===== config.mk =====
export PLATFORM = sky130hd
export DESIGN_NAME = gpu_tile_engine
export DESIGN_NICKNAME = d
export VERILOG_FILES = /design/src/rtl/gpu_pkg.sv /design/src/rtl/gpu_second_timer.sv /design/src/rtl/gpu_tile_engine.sv
export SDC_FILE = /design/constraint.sdc
export NUM_CORES = 1
export LEC_CHECK = 0
export ABC_AREA = 0
export CAP_MARGIN = 10
export CORE_MARGIN = 4
export CORE_UTILIZATION = 44
export DETAILED_ROUTE_END_ITERATION = 10
export GPL_TIMING_DRIVEN = 0
export PLACE_DENSITY = 0.77
export SKIP_LAST_GASP = 1
export SLEW_MARGIN = 0
export SYNTH_ARGS = -nofsm -noshare
export SYNTH_HDL_FRONTEND = slang
export SYNTH_SLANG_ARGS = --single-unit

===== constraint.sdc =====
create_clock -name clk -period 2.3 [get_ports clk]
set_clock_uncertainty 0.1 [all_clocks]
set_input_delay 0.46 -clock clk [delete_from_list [all_inputs] [get_ports clk]]
set_output_delay 0.46 -clock clk [all_outputs]
set_load 0.05 [all_outputs]

===== src/rtl/gpu_pkg.sv =====
// Shared constants and types for the tile engine: default screen geometry,
// tile-grid dimensions and the default background colours.
package gpu_pkg;

   typedef logic [23:0] rgb_t;

   localparam int H_ACTIVE_DEF  = 640;
   localparam int V_ACTIVE_DEF  = 480;
   localparam int TILE_LOG2_DEF = 5;

   localparam int TILES_X = H_ACTIVE_DEF >> TILE_LOG2_DEF;   // 20
   localparam int TILES_Y = V_ACTIVE_DEF >> TILE_LOG2_DEF;   // 15

   localparam rgb_t BG0_RGB_DEF    = 24'h202040;
   localparam rgb_t BG1_RGB_DEF    = 24'h404080;
   localparam rgb_t BORDER_RGB     = 24'hFFFFFF;

endpackage


===== src/rtl/gpu_second_timer.sv =====
// One-second timebase: half-period counter, 1 Hz square wave and a single
// cycle tick on the wrap where the square wave rises.
module gpu_second_timer
   import gpu_pkg::*;
#(
   parameter int CLK_HZ = 50_000_000
) (
   input  logic        i_clk,
   input  logic        i_rst,
   output logic [25:0] o_count,
   output logic        o_clk_1hz,
   output logic        o_tick
);

   localparam logic [25:0] HALF_M1 = 26'(CLK_HZ / 2 - 1);

   logic [25:0] r_count;
   logic        r_clk_1hz;
   logic        w_wrap;

   assign w_wrap    = (r_count == HALF_M1);
   assign o_tick    = w_wrap && !r_clk_1hz;
   assign o_count   = r_count;
   assign o_clk_1hz = r_clk_1hz;

   // Half-period counter; square wave flips on every wrap.
   always_ff @(posedge i_clk or posedge i_rst) begin
      if (i_rst) begin
         r_count   <= '0;
         r_clk_1hz <= 1'b0;
      end else if (w_wrap) begin
         r_count   <= '0;
         r_clk_1hz <= ~r_clk_1hz;
      end else begin
         r_count   <= r_count + 26'd1;
      end
   end

endmodule


===== src/rtl/gpu_tile_engine.sv =====
// Per-pixel scene generator: checkerboard tile background plus one animated
// sprite that steps across the tile grid once per second.
// Optional build macro GPU_BORDER_EN paints a 2-pixel white frame around the
// active area, overriding sprite and background.
module gpu_tile_engine
   import gpu_pkg::*;
#(
   parameter int         CLK_HZ    = 50_000_000,
   parameter int         H_ACTIVE  = H_ACTIVE_DEF,
   parameter int         V_ACTIVE  = V_ACTIVE_DEF,
   parameter int         TILE_LOG2 = TILE_LOG2_DEF,
   parameter logic [7:0] SPRITE_ID = 8'h01,
   parameter rgb_t       BG0_RGB   = BG0_RGB_DEF,
   parameter rgb_t       BG1_RGB   = BG1_RGB_DEF
) (
   input  logic        clk,
   input  logic        rst,
   input  logic [9:0]  h_pos,
   input  logic [9:0]  v_pos,
   output logic [7:0]  indice,
   output logic [7:0]  R_out,
   output logic [7:0]  G_out,
   output logic [7:0]  B_out,
   output logic        clock_segundo,
   output logic [25:0] contador_segundo
);

   localparam logic [9:0] H_LIM   = 10'(H_ACTIVE);
   localparam logic [9:0] V_LIM   = 10'(V_ACTIVE);
   localparam logic [9:0] TX_LAST = 10'((H_ACTIVE >> TILE_LOG2) - 1);
   localparam logic [9:0] TY_LAST = 10'((V_ACTIVE >> TILE_LOG2) - 1);

   logic       w_tick;
   logic [9:0] w_tx;
   logic [9:0] w_ty;
   logic       w_active;
   logic [7:0] w_idx_d;
   rgb_t       w_rgb_d;

   logic [9:0] r_sx;
   logic [9:0] r_sy;
   logic       r_frame;
   logic [7:0] r_idx;
   rgb_t       r_rgb;

   gpu_second_timer #(
      .CLK_HZ (CLK_HZ)
   ) u_timer (
      .i_clk     (clk),
      .i_rst     (rst),
      .o_count   (contador_segundo),
      .o_clk_1hz (clock_segundo),
      .o_tick    (w_tick)
   );

   assign w_tx     = h_pos >> TILE_LOG2;
   assign w_ty     = v_pos >> TILE_LOG2;
   assign w_active = (h_pos < H_LIM) && (v_pos < V_LIM);

   // Sprite walks the grid row-major, one tile per tick, alternating frame.
   always_ff @(posedge clk or posedge rst) begin
      if (rst) begin
         r_sx    <= '0;
         r_sy    <= '0;
         r_frame <= 1'b0;
      end else if (w_tick) begin
         r_frame <= ~r_frame;
         if (r_sx == TX_LAST) begin
            r_sx <= '0;
            r_sy <= (r_sy == TY_LAST) ? '0 : r_sy + 10'd1;
         end else begin
            r_sx <= r_sx + 10'd1;
         end
      end
   end

   // Pixel decision; uses the sprite state held before any same-cycle tick.
   always_comb begin
      w_idx_d = '0;
      w_rgb_d = '0;
      if (w_active) begin
         w_rgb_d = (w_tx[0] ^ w_ty[0]) ? BG1_RGB : BG0_RGB;
         if ((w_tx == r_sx) && (w_ty == r_sy))
            w_idx_d = SPRITE_ID + {7'd0, r_frame};
`ifdef GPU_BORDER_EN
         if ((h_pos < 10'd2) || (h_pos >= H_LIM - 10'd2) ||
             (v_pos < 10'd2) || (v_pos >= V_LIM - 10'd2)) begin
            w_idx_d = '0;
            w_rgb_d = BORDER_RGB;
         end
`endif
      end
   end

   // Single output register stage.
   always_ff @(posedge clk or posedge rst) begin
      if (rst) begin
         r_idx <= '0;
         r_rgb <= '0;
      end else begin
         r_idx <= w_idx_d;
         r_rgb <= w_rgb_d;
      end
   end

   assign indice = r_idx;
   assign R_out  = r_rgb[23:16];
   assign G_out  = r_rgb[15:8];
   assign B_out  = r_rgb[7:0];

endmodule


==> results.ini, run 1 <==
[status]
status=finished, violations left
violations=negative setup slack

[grt]
grt_util_all_layers=0.163
grt_max_degree=31
antenna_found_initial=0
grt_pass1_wl_mm=11.2
grt-ovfl-total=0
grt_pass1_vias=2386

[detailed_routing]
viasPerCell=5.11
dr.pass1.iters=4
drt_iter0_drc=123
vias=2437
wl_per_cell_um=14.0
postRouteAntennaNets=0
drc_errors=0
wl_mm=6.67

[sta]
setup-violations-final=1
max_slew_margin=0.609
max_freq_mhz=434
setup_slack_ps=-2.17
setup_tns_ps=-2.17
fin_crit_sh=1.00
worst_slew_pin_slew_ps=581
period_needed_ps=2300
rsz0062_at_grt=true
maxSlewViolCount=0
hold_violations=0

[yosys]
synthArstFlopShare=1.00
yosysUniqueCellTypes=42
yosysSeqAreaShare=0.439
synth_top_area_cell=dfrtp_1
synth_area_leaders=dfrtp_1 (44%), buf_4 (7.1%), xnor2_1 (6.5%)
synth_top_area_frac=0.439
synth_seq_cells=52
synth_cells=311
synth_xor_xnor_area_share=0.115
synth_mux_area_frac=0
yosys_warnings=0
yosys-top-cells-count=dfrtp_1 (52), nor2_1 (32), nand2_1 (31)
synth.most_common_cell=dfrtp_1
synthFlopType=dfrtp_1
synth_top_family_by_area=simple AND/OR/NAND/NOR gates
synthSimpleGateAreaFrac=0.242
synth-edff-count=0
synth-compound-area-share=0.0734
postSynthAreaPerCell_um2=9.54
synth_adder_area_share=0.0169
synth.cell_area_mm2=0.00297

[clock_tree]
holdBufCountCts=0
numClockSinks=52
clk_latency_ps=310
clk_pin_slew_ps=100
root_buffer=clkbuf_8
cts_buffer_depth=2
numCtsBuffers=5
h-tree-depth=2
cts_tree=yes

[worst_hold_path]
worstHoldPathType=reg2reg
worstHoldStart=r_frame

[die]
fp.dieArea_mm2=0.00812
fp.dieH_um=90.1
io_pins=81
core.rowCount=29
floorplan.initialDensity=0.459
die_w_um=90.1
core_area_mm2=0.00646

[finish]
antenna_cells=0
syn2layout_area_growth_pct=33.0
final_util=0.611
fin_nets=425
final_area_mm2=0.00395
layout-drive-gt1-share=0.213

[worst_setup_path]
start_kind=flop
cp.arrival_ps=2460
crit_path_end_kind=flop
crit_required_ps=2460
startpoint=u_timer.o_count[15]
crit_path_max_fanout=4
regToRegStartpoint=u_timer.o_count[15]
crit_type=reg2reg

[place]
io_buffers=46
gp_congestion=0.865
placed_area_mm2=0.00365
dp_hpwl_mm=4.70

[power]
p_leak_nw=1.78
p_per_area_mw_per_mm2=449
vdd_drop_max_v=0.000298

[flow_run]
max-cap-violations=0

## metal layers
| layer | up-vias | wire, um | GRT usage |
|---|---|---|---|
| li1 | 1208 | - | - |
| met1 | 1163 | 2970 | 0.212 |
| met2 | 61 | 3320 | 0.272 |
| met3 | 5 | 340 | 0.0459 |
| met4 | 0 | 40 | 0.0306 |
| met5 | - | 0 | 0 |
## repair_timing
item | 4_1_cts | 5_1_grt
resized for setup | 1 | 24
buffers inserted | 4 | 7
pin swaps | 3 | 6
gates cloned | 0 | 0
endpoints found under the hold margin | 0 | 0
endpoints found under the setup margin | 18 | 33
## cells by family after synthesis
family                   after synthesis
AO/OA/AOI/OAI                         31
buffers and inverters                 48
XOR/XNOR                              39
AND/OR/NAND/NOR                      136
other                                  1
flip-flops                            52
adder cells (fa/ha/maj)                4
## layout by cell type (no fill, tap or decap), types with 7 or more instances in the layout
master           netlist  routed
dfrtp_1               52      48
inv_1                 10       9
clkdlybuf4s50_1        0      46
xor2_1                17      17
nor2_1                32      31
nor3_1                10       7
conb_1                 1      24
buf_4                 28      40
xnor2_1               22      22
nand4_1               16      16
nand3_1               18      17
nand2_1               31      30
## sequential cells by signal, indices dropped and copies added, names as in the netlist
signal,cells
indice,2
r_frame,1
r_sx,10
u_timer.o_clk_1hz,1
r_sy,10
u_timer.o_count,26
r_rgb,2
## where the power goes
group | switching (mW) | internal [mW]
logic | 0.151 | 0.0725
registers | 0.00163 | 0.916
clock network | 0.308 | 0.322
## worst paths after layout
check                                      end  slack [ps]  cells after the start
max                                    r_sy[1]          -2                      6
min                                  indice[0]         380                      1
max reg2reg                            r_sy[1]          -2                      6
min reg2reg                          indice[0]         380                      1
max in group asynchronous  u_timer.o_count[23]        1160                      3
min in group asynchronous              r_sy[4]         400                      2
## through the flow
step | hold WS (ps) | worst slack (ps) | power (mW) | cells
global placement | 362 | -647 | 1.15 | 457
CTS | 384 | -22.9 | 1.79 | 470
global route | 412 | -111 | 1.84 | 477
finish | 381 | -2.17 | 1.77 | 477
detailed placement | 371 | -72.7 | 1.16 | 458
floorplan | 343 | -33.4 | 1.11 | 334
## critical path: stages, from the launching register on
cell and delay [ps]:
dfrtp_2 420, or4_4 570, nor4_4 390, nand4_4 170, buf_4 190, or3_4 350
nand2_1 70
## cell type report
class                   instances  area [um^2]
clock buffers                   5         68.8
repair buffers                 58          563
inverters                      10         37.5
well taps                      77         96.3
clock inverters                 3         42.5
fillers                       558         2510
plain buffers                  38          308
multi-input cells             234         1520
flip-flops and latches         52         1310
Note: power is estimated with default switching activity, not from simulation.
==> run 2, diff against run 1 <==
--- a/config.mk
+++ b/config.mk
@@ -8,10 +8,9 @@
 export ABC_AREA = 0
 export CAP_MARGIN = 10
 export CORE_MARGIN = 4
-export CORE_UTILIZATION = 44
+export CORE_UTILIZATION = 28
 export DETAILED_ROUTE_END_ITERATION = 10
 export GPL_TIMING_DRIVEN = 0
-export PLACE_DENSITY = 0.77
 export SKIP_LAST_GASP = 1
 export SLEW_MARGIN = 0
 export SYNTH_ARGS = -nofsm -noshare
==> run 2 against run 1 <==
Critical endpoint is now contador_segundo[6]; largest cell class unchanged; critical path type is now reg2out; design area increased by 0.25%; clock power fell by 12%; the flow still finishes with violations (negative setup slack); worst setup slack worse by 7.5 ps; routed wire length rose by 3.6%; highest routed layer unchanged; largest power group unchanged; final cell count increased by 12%.
==> results.ini, run 2 (synthesis results as in run 1) <==
[status]
status=finished, violations left
violations=negative setup slack

[finish]
final_cell_mix=dfrtp_1 (46), clkdlybuf4s50_1 (46), buf_4 (36)
fin_cells=534  ; +12%
layout-drive-gt1-share=0.198  ; -0.0140
syn2layout_area_growth_pct=33.4
fillers=1049  ; +88%
antenna_cells=0  ; unchanged
fin_nets=423  ; -0.47%
largest_register_ffs=26  ; unchanged

[grt]
grt_pass1_wl_mm=11.7  ; +4.6%
grt-busiest-layer=met2
use_met3=0.0300  ; -0.0159
grt_util_all_layers=0.113  ; -0.0499
met2_usage=0.173  ; -0.0992
grt_pass1_vias=2423  ; +1.6%
grt-ovfl-total=0  ; unchanged
grt_max_degree=35  ; +13%
antenna_found_initial=0  ; unchanged
use_met1=0.156  ; -0.0565

[die]
floorplan.initialDensity=0.287  ; -0.172
core_area_mm2=0.0103  ; +60%
core.rowCount=37  ; +28%
fp.dieH_um=111  ; +23%
io_pins=81  ; unchanged
die_w_um=111  ; +23%
fp.dieArea_mm2=0.0123  ; +52%

[place]
dpl_worst_slack_ps=-70.0  ; +2.71 ps
gp_congestion=0.804  ; -7.0%
dp_hpwl_mm=5.00  ; +6.4%
io_buffers=46  ; unchanged
dpl.cell_count=517  ; +13%

[sta]
rsz0062_at_grt=true
maxSlewViolCount=0  ; unchanged
setup-violations-final=1  ; unchanged
max_freq_mhz=433  ; -0.33%
fin_crit_sh=1.00  ; +0.00327
max_slew_margin=0.637  ; +0.0275
period_needed_ps=2310  ; +7.52 ps
setup_tns_ps=-9.69  ; -7.52 ps
timing.hold.ws_ps=368  ; -12.6 ps
worst_slew_pin_slew_ps=543  ; -38.1 ps
hold_violations=0  ; unchanged
setup_slack_ps=-9.69  ; -7.52 ps

[power]
finalPower_mw=1.70  ; -4.1%
p_leak_nw=1.78  ; +0.19%
vdd_drop_max_v=0.000241  ; -19%
p_per_area_mw_per_mm2=429  ; -4.4%

[worst_setup_path]
crit_path_max_incr_delay_ps=800  ; +230 ps
crit_path_end_kind=output pin
start_kind=flop
crit_path_end=contador_segundo[6]
reg2reg_setup_slack_ps=0  ; about the same
regToRegStartpoint=u_timer.o_count[6]
cp.arrival_ps=1750  ; -710 ps
slowest_stage=clkdlybuf4s50_1
r2r_cells=6  ; unchanged
critical_path.most_common_cell=buf_4
startpoint=u_timer.o_count[6]
cp.depth=3  ; -3
cp_top_family=buffers and inverters
worstPathBufferInverterCount=3  ; +2
crit_required_ps=1740  ; -720 ps
crit_path_max_fanout=4  ; unchanged
path_cells=buf_4 -> buf_4 -> clkdlybuf4s50_1
r2r-end=r_sy[1]
crit_type=reg2out

[detailed_routing]
dr.pass1.iters=4  ; unchanged
drt_iter0_drc=77  ; -37%
vias=2405  ; -1.3%
wl_mm=6.92  ; +3.6%
wl_per_cell_um=12.9  ; -7.4%
viasPerCell=4.50  ; -12%
drc_errors=0  ; unchanged
postRouteAntennaNets=0  ; unchanged

[clock_tree]
numCtsBuffers=5  ; unchanged
cts_buffer_depth=2  ; unchanged
clk_latency_ps=310  ; about the same
root_buffer=clkbuf_8
numClockSinks=52  ; unchanged
holdBufCountCts=0  ; unchanged
clk_pin_slew_ps=110  ; about the same
h-tree-depth=2  ; unchanged
cts_tree=yes

[flow_run]
max-cap-violations=0  ; unchanged

[worst_hold_path]
worstHoldPathType=in2async

run 2: cell types whose count changed in the layout (fill, tap and decap cells not counted), moves of 2 or more:
cell | previous run | this run
buf_4 | 40 | 36
o31ai_4 | 2 | 0
o31ai_1 | 5 | 8
dfrtp_2 | 4 | 6
nor3_2 | 3 | 0
o21ai_1 | 4 | 0
dfrtp_1 | 48 | 46
o21ai_0 | 5 | 9
nor3_1 | 7 | 9
run 2: power breakdown:
| group | switching, mW | internal [mW] |
|---|---|---|
| logic | 0.152 | 0.0725 |
| clock network | 0.332 | 0.224 |
| registers | 0.00167 | 0.916 |
run 2: per-stage QoR:
stage                     instance area (um^2)  utilization
final                                     3960        0.383
after global placement                    3700        0.359
after CTS                                 3860        0.374
after floorplan                           3070            -
after global routing                      3960        0.383
after detailed placement                  3720        0.361
run 2: final cells by class:
class / instances / area, um^2 / share of cell area
Inverter: 10 / 37.5 / 0.00949
Multi-Input combinational cell: 234 / 1490 / 0.375
Timing Repair Buffer: 56 / 552 / 0.139
Clock inverter: 3 / 27.5 / 0.00696
Buffer: 38 / 307 / 0.0775
Sequential cell: 52 / 1310 / 0.331
Clock buffer: 5 / 68.8 / 0.0174
Tap cell: 136 / 170 / 0.0430
run 2: metal layers:
metal	share of wire	wire (um)
met1	0.48	3310
met2	0.47	3220
met5	0	0
met3	0.050	347
met4	0.0056	39
run 2: how the worst min path moves through the flow:
stage	cells past startpoint	from	end
finish	2	rst	u_timer.o_count[12]
global route	2	rst	u_timer.o_count[14]
CTS	2	rst	u_timer.o_count[14]
detailed placement	1	r_frame	indice[0]
global placement	1	r_frame	indice[0]
floorplan	1	r_frame	indice[0]
run 2: repair_timing:
item | in CTS | in global routing
setup endpoints to repair | 17 | 31
gates resized for setup | 1 | 15
buffers inserted | 4 | 5
pin swaps | 3 | 6
==> run 3, diff against run 2 <==
--- a/config.mk
+++ b/config.mk
@@ -8,11 +8,13 @@
 export ABC_AREA = 0
 export CAP_MARGIN = 10
 export CORE_MARGIN = 4
-export CORE_UTILIZATION = 28
+export CORE_UTILIZATION = 44
 export DETAILED_ROUTE_END_ITERATION = 10
 export GPL_TIMING_DRIVEN = 0
+export PLACE_DENSITY = 0.78
 export SKIP_LAST_GASP = 1
 export SLEW_MARGIN = 0
 export SYNTH_ARGS = -nofsm -noshare
 export SYNTH_HDL_FRONTEND = slang
 export SYNTH_SLANG_ARGS = --single-unit
+export TNS_END_PERCENT = 100
==> run 3 against run 2 <==
The flow still finishes with violations (negative setup slack); routed wire length down 4.5%; first-iteration DRC count up 120%; sequential power about the same; die area down 34%; register-to-register slack worse by 50 ps; combinational power about the same; critical path depth up 3; critical path type is now reg2reg; utilization up 22 points; count of clock-buffer cells in the layout up 1; via count up 2.7%; clock power up 11%; largest power group unchanged.
==> results.ini, run 3 (synthesis results as in run 1) <==
[place]
gp_congestion=0.846  ; +5.1%
placed_area_mm2=0.00365  ; -2.0%
dpl.cell_count=458  ; -11%
io_buffers=46  ; unchanged
dp_hpwl_mm=4.74  ; -5.2%

[worst_setup_path]
cp_top_family=simple AND/OR/NAND/NOR gates
cp.arrival_ps=2500  ; +750 ps
slowest_stage=or4_4
crit_path_max_incr_delay_ps=570  ; -230 ps
crit_type=reg2reg
crit_path_max_fanout=5  ; +1
crit_required_ps=2450  ; +710 ps
crit_path_end_kind=flop
path_cells=or4_4 -> nor4_4 -> nand4_4 -> buf_6 -> or4_1 -> nand2_1
start_kind=flop
worstPathBufferInverterCount=1  ; -2

[die]
io_pins=81  ; unchanged
die_w_um=90.1  ; -19%
fp.dieArea_mm2=0.00812  ; -34%
core.rowCount=29  ; -22%
floorplan.initialDensity=0.459  ; +0.172
fp.dieH_um=90.1  ; -19%
core_area_mm2=0.00646  ; -37%

[finish]
final_area_mm2=0.00389  ; -1.7%
layout_commonest_cell=dfrtp_1
final_util=0.602  ; +0.219
largest_register_ffs=26  ; unchanged
layout-drive-gt1-share=0.198  ; -0.000992
final_cell_mix=dfrtp_1 (48), clkdlybuf4s50_1 (46), buf_4 (40)
fin_cells=477  ; -11%
fin_nets=425  ; +0.47%
syn2layout_area_growth_pct=31.1
antenna_cells=0  ; unchanged

[clock_tree]
h-tree-depth=2  ; unchanged
root_buffer=clkbuf_8
cts_buffer_depth=2  ; unchanged
clk_pin_slew_ps=100  ; about the same
numClockSinks=52  ; unchanged
cts_tree=yes
clk_latency_ps=310  ; about the same
numCtsBuffers=5  ; unchanged

[detailed_routing]
wl_mm=6.60  ; -4.5%
postRouteAntennaNets=0  ; unchanged
drt_iter0_drc=171  ; +120%
wl_per_cell_um=13.8  ; +6.9%
dr.pass1.iters=4  ; unchanged
drc_errors=0  ; unchanged
viasPerCell=5.18  ; +15%
vias=2470  ; +2.7%

[sta]
period_needed_ps=2350  ; +40.1 ps
setup_tns_ps=-96.0  ; -86.3 ps
fin_crit_sh=1.02  ; +0.0174
hold_violations=0  ; unchanged
setup-violations-final=3  ; +2
timing.hold.ws_ps=336  ; -32.5 ps
worst_slew_pin_slew_ps=725  ; +182 ps
max_freq_mhz=426  ; -1.7%
setup_slack_ps=-49.7  ; -40.1 ps
rsz0062_at_grt=true
maxSlewViolCount=0  ; unchanged
max_slew_margin=0.512  ; -0.124

[grt]
grt_max_degree=38  ; +8.6%
antenna_found_initial=0  ; unchanged
grt_util_all_layers=0.160  ; +0.0470
grt-ovfl-total=0  ; unchanged
grt_pass1_vias=2365  ; -2.4%
grt_pass1_wl_mm=10.9  ; -6.7%

[status]
status=finished, violations left
violations=negative setup slack

[power]
p_per_area_mw_per_mm2=452  ; +5.4%
vdd_drop_max_v=0.000263  ; +8.9%
p_leak_nw=1.75  ; -1.5%

[worst_hold_path]
worstHoldPathType=in2async

[flow_run]
max-cap-violations=0  ; unchanged

run 3: cell count changes in the layout (fill, tap and decap cells not counted), moves of 3 or more:
cell and change:
buf_4 +4, nor3_2 +3, o21ai_0 -3, o21ai_1 +3
run 3: cell type report:
class                   count  area, um^2
plain buffers              38         303
clock buffers               6        72.6
clock inverters             2        35.0
fillers                   557        2570
inverters                  10        37.5
multi-input cells         234        1470
flip-flops and latches     52        1310
well taps                  77        96.3
repair buffers             58         567
run 3: metal layers:
layer / up-vias / track usage / share of wire
li1: 1202 / - / -
met1: 1188 / 0.206 / 0.44
met2: 73 / 0.266 / 0.49
met3: 7 / 0.0442 / 0.057
met4: 0 / 0.0395 / 0.0077
met5: - / 0 / 0
run 3: repair_timing:
action,CTS,global route
hold buffers,0,0
gates resized for setup,2,13
setup buffers,4,7
pin swaps,3,4
endpoints found under the setup margin,17,31
run 3: final timing paths:
path / start / end / slack [ps] / cells past startpoint
max in group asynchronous: rst / u_timer.o_count[6] / 1230 / 3
hold / removal: rst / r_sy[4] / 340 / 2
setup / recovery: u_timer.o_count[17] / r_sy[5] / -50 / 6
setup reg to reg: u_timer.o_count[17] / r_sy[5] / -50 / 6
min in group clk: r_frame / indice[0] / 380 / 1
hold reg to reg: r_frame / indice[0] / 380 / 1
run 3: metrics by stage:
step / total power, mW / worst slack, ps
floorplan: 1.11 / -33.4
global placement: 1.15 / -668
detailed placement: 1.16 / -54.7
CTS: 1.78 / -6.53
global route: 1.82 / -123
finish: 1.76 / -49.7
run 3: power by group:
group / leakage (nW) / total [mW] / internal [mW] / switching [mW]
registers: 0.704 / 0.917 / 0.916 / 0.00153
logic: 0.994 / 0.224 / 0.0725 / 0.151
clock network: 0.0552 / 0.619 / 0.323 / 0.295
total: 1.75 / 1.76 / 1.31 / 0.448
